--- src/rtl/ex_mem_reg_pkg.sv ---
// Shared constants for the EX/MEM pipeline register: branch ALU codes and link register.
package ex_mem_reg_pkg;
  localparam logic [3:0]  ALU_BEQ_CTRL     = 4'hb;
  localparam logic [3:0]  ALU_BNE_CTRL     = 4'hc;
  localparam int unsigned LINK_REG_DEFAULT = 31;
endpackage

--- src/rtl/ex_mem_reg_branch_resolve.sv ---
// Combinational BEQ/BNE resolution: taken flag and PC-relative target.
module ex_mem_reg_branch_resolve
  import ex_mem_reg_pkg::*;
#(
  parameter int unsigned DATA_SIZE     = 32,
  parameter int unsigned ALU_CTRL_SIZE = 4
) (
  input  logic                     capture,
  input  logic [ALU_CTRL_SIZE-1:0] alu_ctrl,
  input  logic                     cond,
  input  logic [DATA_SIZE-1:0]     pc_plus4,
  input  logic [DATA_SIZE-1:0]     imm,
  output logic                     taken_c,
  output logic [DATA_SIZE-1:0]     target_c
);

  logic is_branch;

  assign is_branch = (alu_ctrl == ALU_CTRL_SIZE'(ALU_BEQ_CTRL)) ||
                     (alu_ctrl == ALU_CTRL_SIZE'(ALU_BNE_CTRL));
  // The ALU already evaluated equal/not-equal; bit 0 says whether it holds.
  assign taken_c  = capture & is_branch & cond;
  assign target_c = pc_plus4 + (imm << 2);

endmodule

--- src/rtl/ex_mem_reg.sv ---
// EX/MEM pipeline register with branch resolve, link select, squash and sticky halt.
// Optional bubble counter enabled by defining EX_MEM_BUBBLE_CNT_EN.
module ex_mem_reg
  import ex_mem_reg_pkg::*;
#(
  parameter int unsigned DATA_SIZE     = 32,
  parameter int unsigned REG_ADDR_SIZE = 5,
  parameter int unsigned ALU_CTRL_SIZE = 4,
  parameter int unsigned LINK_REG      = LINK_REG_DEFAULT
) (
  input  logic                     i_clk,
  input  logic                     i_reset,
  input  logic                     i_enable,
  input  logic                     i_flush,
  input  logic                     i_valid,
  input  logic [ALU_CTRL_SIZE-1:0] i_alu_ctrl,
  input  logic                     i_last_register_ctrl,
  input  logic                     i_jal,
  input  logic [DATA_SIZE-1:0]     i_alu_result,
  input  logic [DATA_SIZE-1:0]     i_data_b,
  input  logic [DATA_SIZE-1:0]     i_imm,
  input  logic [DATA_SIZE-1:0]     i_pc_plus4,
  input  logic [REG_ADDR_SIZE-1:0] i_rd,
  input  logic [REG_ADDR_SIZE-1:0] i_rt,
  input  logic                     i_reg_dst,
  input  logic                     i_reg_write,
  input  logic                     i_mem_read,
  input  logic                     i_mem_write,
  input  logic                     i_mem_to_reg,
  input  logic [1:0]               i_mem_width,
  input  logic                     i_halt,
  output logic                     o_valid,
  output logic                     o_reg_write,
  output logic                     o_mem_read,
  output logic                     o_mem_write,
  output logic                     o_mem_to_reg,
  output logic [1:0]               o_mem_width,
  output logic [DATA_SIZE-1:0]     o_result,
  output logic [DATA_SIZE-1:0]     o_store_data,
  output logic [REG_ADDR_SIZE-1:0] o_write_reg,
  output logic                     o_branch_taken,
  output logic [DATA_SIZE-1:0]     o_branch_target,
`ifdef EX_MEM_BUBBLE_CNT_EN
  output logic [31:0]              o_bubble_cnt,
`endif
  output logic                     o_halt
);

  logic squash_next;
  logic halt_seen;
  logic bubble_c;
  logic taken_c;
  logic [DATA_SIZE-1:0] target_c;

  logic                     valid_n, reg_write_n, mem_read_n, mem_write_n, mem_to_reg_n;
  logic [1:0]               mem_width_n;
  logic [DATA_SIZE-1:0]     result_n, store_data_n, branch_target_n;
  logic [REG_ADDR_SIZE-1:0] write_reg_n;
  logic                     branch_taken_n, squash_n, halt_seen_n;

  assign bubble_c = i_flush | squash_next | halt_seen | ~i_valid;
  assign o_halt   = halt_seen;

  ex_mem_reg_branch_resolve #(
    .DATA_SIZE     (DATA_SIZE),
    .ALU_CTRL_SIZE (ALU_CTRL_SIZE)
  ) u_branch_resolve (
    .capture  (~bubble_c & ~i_halt),
    .alu_ctrl (i_alu_ctrl),
    .cond     (i_alu_result[0]),
    .pc_plus4 (i_pc_plus4),
    .imm      (i_imm),
    .taken_c  (taken_c),
    .target_c (target_c)
  );

  // Next-state: bubbles zero everything; a HALT capture is a valid slot with no side effects.
  always_comb begin
    valid_n         = 1'b0;
    reg_write_n     = 1'b0;
    mem_read_n      = 1'b0;
    mem_write_n     = 1'b0;
    mem_to_reg_n    = 1'b0;
    mem_width_n     = 2'b00;
    result_n        = '0;
    store_data_n    = '0;
    write_reg_n     = '0;
    branch_taken_n  = 1'b0;
    branch_target_n = '0;
    squash_n        = 1'b0;
    halt_seen_n     = halt_seen;
    if (!bubble_c) begin
      valid_n = 1'b1;
      if (i_halt) begin
        halt_seen_n = 1'b1;
      end else begin
        reg_write_n     = i_reg_write;
        mem_read_n      = i_mem_read;
        mem_write_n     = i_mem_write;
        mem_to_reg_n    = i_mem_to_reg;
        mem_width_n     = i_mem_width;
        store_data_n    = i_data_b;
        branch_taken_n  = taken_c;
        branch_target_n = target_c;
        squash_n        = taken_c;
        if (i_last_register_ctrl) begin
          result_n    = i_pc_plus4 + DATA_SIZE'(4);
          write_reg_n = i_jal ? REG_ADDR_SIZE'(LINK_REG) : i_rd;
        end else begin
          result_n    = i_alu_result;
          write_reg_n = i_reg_dst ? i_rd : i_rt;
        end
      end
    end
  end

  always_ff @(posedge i_clk or negedge i_reset) begin
    if (!i_reset) begin
      o_valid         <= 1'b0;
      o_reg_write     <= 1'b0;
      o_mem_read      <= 1'b0;
      o_mem_write     <= 1'b0;
      o_mem_to_reg    <= 1'b0;
      o_mem_width     <= 2'b00;
      o_result        <= '0;
      o_store_data    <= '0;
      o_write_reg     <= '0;
      o_branch_taken  <= 1'b0;
      o_branch_target <= '0;
      squash_next     <= 1'b0;
      halt_seen       <= 1'b0;
    end else if (i_enable) begin
      o_valid         <= valid_n;
      o_reg_write     <= reg_write_n;
      o_mem_read      <= mem_read_n;
      o_mem_write     <= mem_write_n;
      o_mem_to_reg    <= mem_to_reg_n;
      o_mem_width     <= mem_width_n;
      o_result        <= result_n;
      o_store_data    <= store_data_n;
      o_write_reg     <= write_reg_n;
      o_branch_taken  <= branch_taken_n;
      o_branch_target <= branch_target_n;
      squash_next     <= squash_n;
      halt_seen       <= halt_seen_n;
    end
  end

`ifdef EX_MEM_BUBBLE_CNT_EN
  // Counts only flush/squash bubbles, saturating.
  always_ff @(posedge i_clk or negedge i_reset) begin
    if (!i_reset) begin
      o_bubble_cnt <= '0;
    end else if (i_enable && (i_flush || squash_next) && (o_bubble_cnt != 32'hFFFF_FFFF)) begin
      o_bubble_cnt <= o_bubble_cnt + 32'd1;
    end
  end
`endif

endmodule

--- config.mk ---
export PLATFORM = sky130hd
export DESIGN_NAME = ex_mem_reg
export DESIGN_NICKNAME = d
export VERILOG_FILES = /design/src/rtl/ex_mem_reg_pkg.sv /design/src/rtl/ex_mem_reg_branch_resolve.sv /design/src/rtl/ex_mem_reg.sv
export SDC_FILE = /design/constraint.sdc
export NUM_CORES = 1
export LEC_CHECK = 0
export BUFFER_PORTS_ARGS = -buffer_cell sky130_fd_sc_hd__buf_2
export CORE_MARGIN = 5
export CORE_UTILIZATION = 45
export DETAILED_ROUTE_END_ITERATION = 8
export PLACE_DENSITY = 0.76
export SLEW_MARGIN = 25
export SYNTH_ARGS = -nofsm -noshare
export SYNTH_HDL_FRONTEND = slang
export SYNTH_SLANG_ARGS = --single-unit
--- constraint.sdc ---
create_clock -name i_clk -period 2.8 [get_ports i_clk]
set_clock_uncertainty 0.15 [all_clocks]
set_input_delay 0.14 -clock i_clk [delete_from_list [all_inputs] [get_ports i_clk]]
set_output_delay 0.14 -clock i_clk [all_outputs]
set_load 0.02 [all_outputs]
# Word-level counts from Yosys, hierarchy flattened
# Index checks and enable logic that the tools add are counted.
# op_classes
bitwise	9
n_addsub	2
reduce_logical	2
eq_ne	2
mux	25
# ops
cell	count
32-bit two-way mux	7
32-bit by 3-bit adder with 32-bit output (second input constant)	1
32-bit adder	1
5-bit two-way mux	5
1-bit two-way mux	11
4-bit equality test (second input constant)	2
2-bit two-way mux	2
1-bit bitwise AND	3
1-bit inverter	3
1-bit bitwise OR	3
3-bit AND reduction	1
1-bit logical OR	1
# word_totals
inputBits	157
output_inout_bits	110
reg_bits	110

# Longest topological paths before layout
# logic_depth
depth_word	9
ltp_mapped	10

# Hierarchy
# Synthesis repeated with hierarchy kept, for this count alone.
# unflattened
hier_cells	841
hier_area_um2	7060.5
# by_module_without_submodules
mod	seq_area_each_um2	cells_each	area_per_inst_um2	n_inst
ex_mem_reg	2752.6	598	5340.1	1
ex_mem_reg_branch_resolve	0.0	243	1720.4	1

# Least setup slack after synthesis
# OpenSTA, ideal clock, no wires.
# synth_path
path_kind	input -> register
from	input port i_imm[4]
to	register o_branch_target[29]
path_stages	8
slack_ns	0.276
arrival_time_ns	2.250
n_path_buf	0
path_cell_list	ha_1 > a21o_1 > a31o_1 > o21a_1 > a2111o_1 > a31o_4 > a31o_1 > a211o_1
# synth_via
elab_chain_len	3
# synth_rtl
element	line	source
from (decl)	ex_mem_reg.sv:21	input logic [DATA_SIZE-1:0] i_imm,
32-bit adder	ex_mem_reg_branch_resolve.sv:23	assign target_c = pc_plus4 + (imm << 2);
32-bit two-way mux	ex_mem_reg.sv:94	if (i_halt) begin
32-bit two-way mux	ex_mem_reg.sv:92	if (!bubble_c) begin
to (signal assigned)	ex_mem_reg.sv:143	o_branch_target <= branch_target_n;
to (decl)	ex_mem_reg.sv:42	output logic [DATA_SIZE-1:0] o_branch_target,
# Every way passes these cells.
# A chain may end at the register's enable or synchronous reset.

# Worst setup path after layout
# layout_path
from	input port i_pc_plus4[2]
to	register o_branch_target[30]
# layout_via
elab_chain_len	3
# layout_rtl
element	line	source
from (decl)	ex_mem_reg.sv:22	input logic [DATA_SIZE-1:0] i_pc_plus4,
32-bit adder	ex_mem_reg_branch_resolve.sv:23	
32-bit two-way mux	ex_mem_reg.sv:94	
32-bit two-way mux	ex_mem_reg.sv:92	
# Every way passes these cells.

==> flow_results.org <==
** Power
- Fraction of power spent switching nets :: 29.3%
- The internal portion of the total power is 0.00261 W.
- Per report_power, the combinational group accounts for 22.0% of the total.
- In this run the power spent charging and discharging nets is 0.00108 W.
- Power per cell area :: 412 mW/mm^2
- Total power of the final layout :: 0.00370 W
- Per report_power, the clock group accounts for 34.6% of the total.
- IR analysis of the VDD net gives a maximum drop of 399 uV.
- Sequential cells burn 43.4% of the power.
- The analysis attributes to cell leakage a power of 4.65 nW.

** Setup path
- CP Launch Type :: input pin
- By startpoint and endpoint, the worst setup path is classified as input pin to flop.
- Data arrival time of the critical path :: 2.51 ns
- Worst Path Required :: 2.89 ns
- Maximum fanout encountered on the critical timing path :: 5
- Critical Path End Type :: flop

** Logic synthesis
- Yosys mapped the design onto 55 distinct sky130hd cell types.
- In this run, synthesis inferred 0 flip-flops with an integrated enable.
- Of the post-synthesis cell area, the part taken by muxes is 1.49%.
- Post-synth design cell area :: 0.00639 sq mm
- For this run, the leading register cell type out of synthesis is sky130_fd_sc_hd__dfrtp_1.
- Share of synthesized registers carrying an async set or reset :: 100%
- Synthesis handed over a netlist of 649 instances.
- The top cell type by area accounts for 43.1% of the synthesized area.
- The largest total area in the synthesized netlist belongs to sky130_fd_sc_hd__dfrtp_1.
- Proportion of synthesized chip area in sequential cells :: 43.1%
- Combinational family with the most area after synthesis :: compound AO/OA/AOI/OAI gates
- In this run the mean area of a mapped cell was 9.85 sq um.
- The synthesized netlist devotes 11.8% of its cell area to simple gates.
- Of the total synthesized cell area, the portion taken by full adders, half adders and majority gates is 6.18%.
- Counting flops and latches in the post-synthesis netlist gives 110.
- During synthesis, Yosys emitted a total of 0 warnings.
- The synthesized netlist devotes 27.7% of its cell area to compound gates.
- Ranked by total cell area, the synthesized netlist is headed by sky130_fd_sc_hd__dfrtp_1 43%, sky130_fd_sc_hd__a22o_1 11%, sky130_fd_sc_hd__ha_1 5.9%.
- Parity-gate share of the synthesized area counting xor and xnor cells :: 6.58%
- Synthesized netlist net count :: 837

** Final layout
- Cells with a size suffix above 1 make up 31.6% of the layout.
- The final layout contains 1,162 nets.
- Relative to the synthesized area, the layout overhead comes to 40.4%.
- With fillers left out, the area of the finished cells amounts to 0.00898 sq mm.
- Area of the multi-input gates :: 0.00344 sq mm
- The layout has 1,099 filler cells.
- Seq. cell area :: 0.00275 sq mm
- The largest registers in the layout are o_branch_target (32), o_result (32), o_store_data (32).
- Cells fill 64.7% of the core in the end.

** Run
- Max Cap Viol :: 0

** Floorplanning
- Starting density of the core :: 46.1%
- Std-Cell Rows :: 43
- Measured along the y axis, the die boundary spans 129 microns.
- The die covers 0.0167 sq mm.
- In this run the horizontal extent of the chip is 129 microns.
- After floorplanning, the core was sized to cover 0.0139 sq mm.
- During I/O placement, the number of pins put on the boundary was 267.

** Route
- Dividing the detail-routed via count by the number of cells gives 5.61.
- For this run, design rule violations remaining after detail routing come to 0.
- The first routing iteration left 378 violations.
- Dividing the detail-routed wire length by the instance count gives 18.9 microns.
- First-pass iteration count of the detailed router :: 4
- In this run the remaining antenna-violating nets after routing total 0.
- Via count :: 6,510
- Wires add up to 21,900 microns.

** Placement
- OpenSTA, run right after detailed placement, puts the worst setup slack at 0.0732 ns.
- Final weighted congestion in routability-driven placement :: 0.947
- Port buffering added 264 buffers.
- Detailed placement finished with a half-perimeter wire length of 15,500 microns.
- In this run the cell area measured after placement is 0.00798 sq mm.

** Clocking
- In this run the clock root is driven by a sky130_fd_sc_hd__clkbuf_16.
- For this design, the sink count on the clock tree is 110.
- At the later pin of the worst-skew pair, clock insertion delay measures 0.35 ns.
- After clock tree synthesis, the clock-pin slew on the worst setup and hold paths is 0.08 ns.
- Once the clock tree was built, the resizer swapped 0 gates to a different size.
- The number of clock buffers added by TritonCTS is 9.
- TritonCTS built the clock tree.
- Number of H-tree levels :: 3
- Counting along the longest clock path gives a buffer depth of 2.

** Timing
- Adding up every negative setup slack in the final design gives 0 ns.
- Final Hold Fails :: 0
- Timing-limited maximum frequency :: 413 MHz
- At the pin with the least slew margin, the transition time is 0.749 ns.
- Setup violations, final :: 0
- The total count of max-transition violations in the final report was 0.
- Headroom to the max-slew limit came out at 49.7%.
- PnR worst setup slack :: 0.378 ns
- After layout, the worst path uses 86.5% of the clock period.
- For the finished layout, the period the worst path requires is 2.42 ns.
- Setup repair after global routing left no endpoint under its margin.

** Global routing
- Entering global routing, the biggest net connects 60 pins.
- The first global-routing pass estimated 34,000 microns of wire.
- Global routing finished with a remaining overflow of 0.
- Via count of the first global-routing pass :: 6,624
- GRT Util Overall :: 25.6%
- Number of antenna violations at the first check in global routing :: 0

** Outcome
- The flow ran to the end, and the final reports show no timing, DRC or antenna violations.

** Hold path
- In this run the worst hold path is classified as input pin to flop.
[cell usage in the layout (no fill, tap or decap), types with 4 or more instances in the layout]
cell type / count
sky130_fd_sc_hd__and2_1: 5
sky130_fd_sc_hd__nor2b_1: 5
sky130_fd_sc_hd__o2bb2ai_1: 12
sky130_fd_sc_hd__dlygate4sd3_1: 70
sky130_fd_sc_hd__and3_1: 9
sky130_fd_sc_hd__nand2_1: 33
sky130_fd_sc_hd__clkbuf_16: 9
sky130_fd_sc_hd__or3_1: 5
sky130_fd_sc_hd__nand3_1: 21
sky130_fd_sc_hd__a22oi_1: 12
sky130_fd_sc_hd__o22ai_1: 5
sky130_fd_sc_hd__xnor2_1: 21
sky130_fd_sc_hd__a21oi_1: 47
sky130_fd_sc_hd__a21o_1: 13
sky130_fd_sc_hd__nand2b_1: 9
sky130_fd_sc_hd__ha_1: 30
sky130_fd_sc_hd__buf_4: 17
sky130_fd_sc_hd__o211ai_1: 4
sky130_fd_sc_hd__inv_1: 14
sky130_fd_sc_hd__mux2i_1: 5
sky130_fd_sc_hd__nor3_1: 6
sky130_fd_sc_hd__nor2_1: 45
sky130_fd_sc_hd__mux2_2: 4
sky130_fd_sc_hd__o21ai_0: 29
sky130_fd_sc_hd__nand4_1: 11
sky130_fd_sc_hd__a211o_1: 4
sky130_fd_sc_hd__xor2_1: 27
sky130_fd_sc_hd__a22o_1: 78
sky130_fd_sc_hd__dfrtp_1: 110
sky130_fd_sc_hd__buf_2: 263
sky130_fd_sc_hd__o21a_1: 5
[cell usage after synthesis (2+ instances only)]
library cell / count
sky130_fd_sc_hd__mux2_2: 4
sky130_fd_sc_hd__a22oi_1: 12
sky130_fd_sc_hd__a22o_1: 78
sky130_fd_sc_hd__a21oi_1: 47
sky130_fd_sc_hd__ha_1: 30
sky130_fd_sc_hd__o2111ai_1: 3
sky130_fd_sc_hd__a221o_1: 2
sky130_fd_sc_hd__nand3_1: 21
sky130_fd_sc_hd__a211oi_1: 3
sky130_fd_sc_hd__and2_1: 5
sky130_fd_sc_hd__and3_1: 9
sky130_fd_sc_hd__xnor2_1: 21
sky130_fd_sc_hd__nand2_1: 33
sky130_fd_sc_hd__nor2b_1: 5
sky130_fd_sc_hd__mux2i_1: 5
sky130_fd_sc_hd__o21a_1: 5
sky130_fd_sc_hd__o21ai_0: 29
sky130_fd_sc_hd__nor2_1: 45
sky130_fd_sc_hd__o21bai_1: 3
sky130_fd_sc_hd__a21o_1: 13
sky130_fd_sc_hd__a31o_2: 2
sky130_fd_sc_hd__o22ai_1: 5
sky130_fd_sc_hd__nand2b_1: 9
sky130_fd_sc_hd__o2bb2ai_1: 12
sky130_fd_sc_hd__o311ai_0: 2
sky130_fd_sc_hd__a311oi_1: 2
sky130_fd_sc_hd__clkbuf_1: 39
sky130_fd_sc_hd__nor3_1: 7
sky130_fd_sc_hd__a211o_1: 4
sky130_fd_sc_hd__a31o_1: 2
sky130_fd_sc_hd__a31oi_1: 2
sky130_fd_sc_hd__a2111o_1: 2
sky130_fd_sc_hd__dfrtp_1: 110
sky130_fd_sc_hd__o211ai_1: 4
sky130_fd_sc_hd__inv_1: 14
sky130_fd_sc_hd__xor2_1: 27
sky130_fd_sc_hd__or3_1: 5
sky130_fd_sc_hd__nand4_1: 11
[layer usage]
layer | share of wire (%) | up-vias | GRT usage [%]
met5 | 0 | - | 0
met1 | 42 | 3128 | 33.0
met4 | 2.0 | 0 | 8.40
li1 | - | 3095 | -
met2 | 48 | 256 | 43.0
met3 | 8.0 | 31 | 5.69
[power groups by stage]
| stage | Clock [W] | Sequential [W] | Combinational (W) |
|---|---|---|---|
| global route | 0.00137 | 0.00161 | 0.000891 |
| global placement | 0 | 0.00163 | 0.000720 |
| detailed placement | 0 | 0.00164 | 0.000720 |
| floorplan | 0 | 0.00165 | 0.000404 |
| CTS | 0.00130 | 0.00160 | 0.000804 |
| finish | 0.00128 | 0.00160 | 0.000815 |
[cell type report]
class                      count  share of cell area [%]
multi-input combinational    485                    38.4
sequential                   110                    30.7
timing repair buffer         353                    24.6
clock buffer                  10                    2.66
tap                          180                    2.51
inverter                      15                   0.641
clock inverter                 6                   0.572
antenna                        1                  0.0279
[critical path, cell delays in order]
cell                        delay [ns]
sky130_fd_sc_hd__buf_2            0.12
sky130_fd_sc_hd__ha_1             0.19
sky130_fd_sc_hd__inv_1            0.06
sky130_fd_sc_hd__fa_1             0.40
sky130_fd_sc_hd__nor2b_1          0.21
sky130_fd_sc_hd__o2111ai_1        0.17
sky130_fd_sc_hd__a21oi_1          0.28
sky130_fd_sc_hd__o211ai_1         0.18
sky130_fd_sc_hd__o21bai_1         0.17
sky130_fd_sc_hd__buf_4            0.17
sky130_fd_sc_hd__a31oi_1          0.09
sky130_fd_sc_hd__o311ai_0         0.32
[final timing paths]
kind | start | end | slack, ns | depth (start not counted)
setup / recovery | i_pc_plus4[2] | o_branch_target[30] | 0.38 | 12
hold / removal | i_alu_result[8] | o_result[8] | 0.01 | 4
setup reg to reg | squash_next | o_result[25] | 0.50 | 9
hold reg to reg | o_result[19] | o_result[19] | 0.33 | 1
max in group asynchronous | i_reset | o_write_reg[3] | 1.47 | 3
min in group asynchronous | i_reset | o_branch_target[19] | 0.23 | 2
[repair_timing]
item                      4_1_cts  5_1_grt
hold endpoints to repair      117        0
hold buffers                   70        0
buffers inserted                0        0
[cell families (layout without fill, tap and decap cells)]
family                     count (synthesis)  after routing
AOI/OAI and AO/OA                        241            241
xor gates and xnor gates                  48             48
adders and majority gates                 31             31
buffers and inverters                     54            384
DFF                                      110            110
muxes                                      9              9
other                                      0              1
and+or+nand+nor                          156            156
[per-stage QoR]
| stage | cells | hold slack [ns] |
|---|---|---|
| 2_1_floorplan | 649 | -0.306 |
| 4_1_cts | 1159 | 0.00492 |
| 3_3_place_gp | 1073 | 0.0916 |
| 5_1_grt | 1159 | 0.0306 |
| 3_5_place_dp | 1073 | 0.0973 |
| 6_report | 1160 | 0.0102 |
Note: power is estimated with default switching activity, not from simulation.
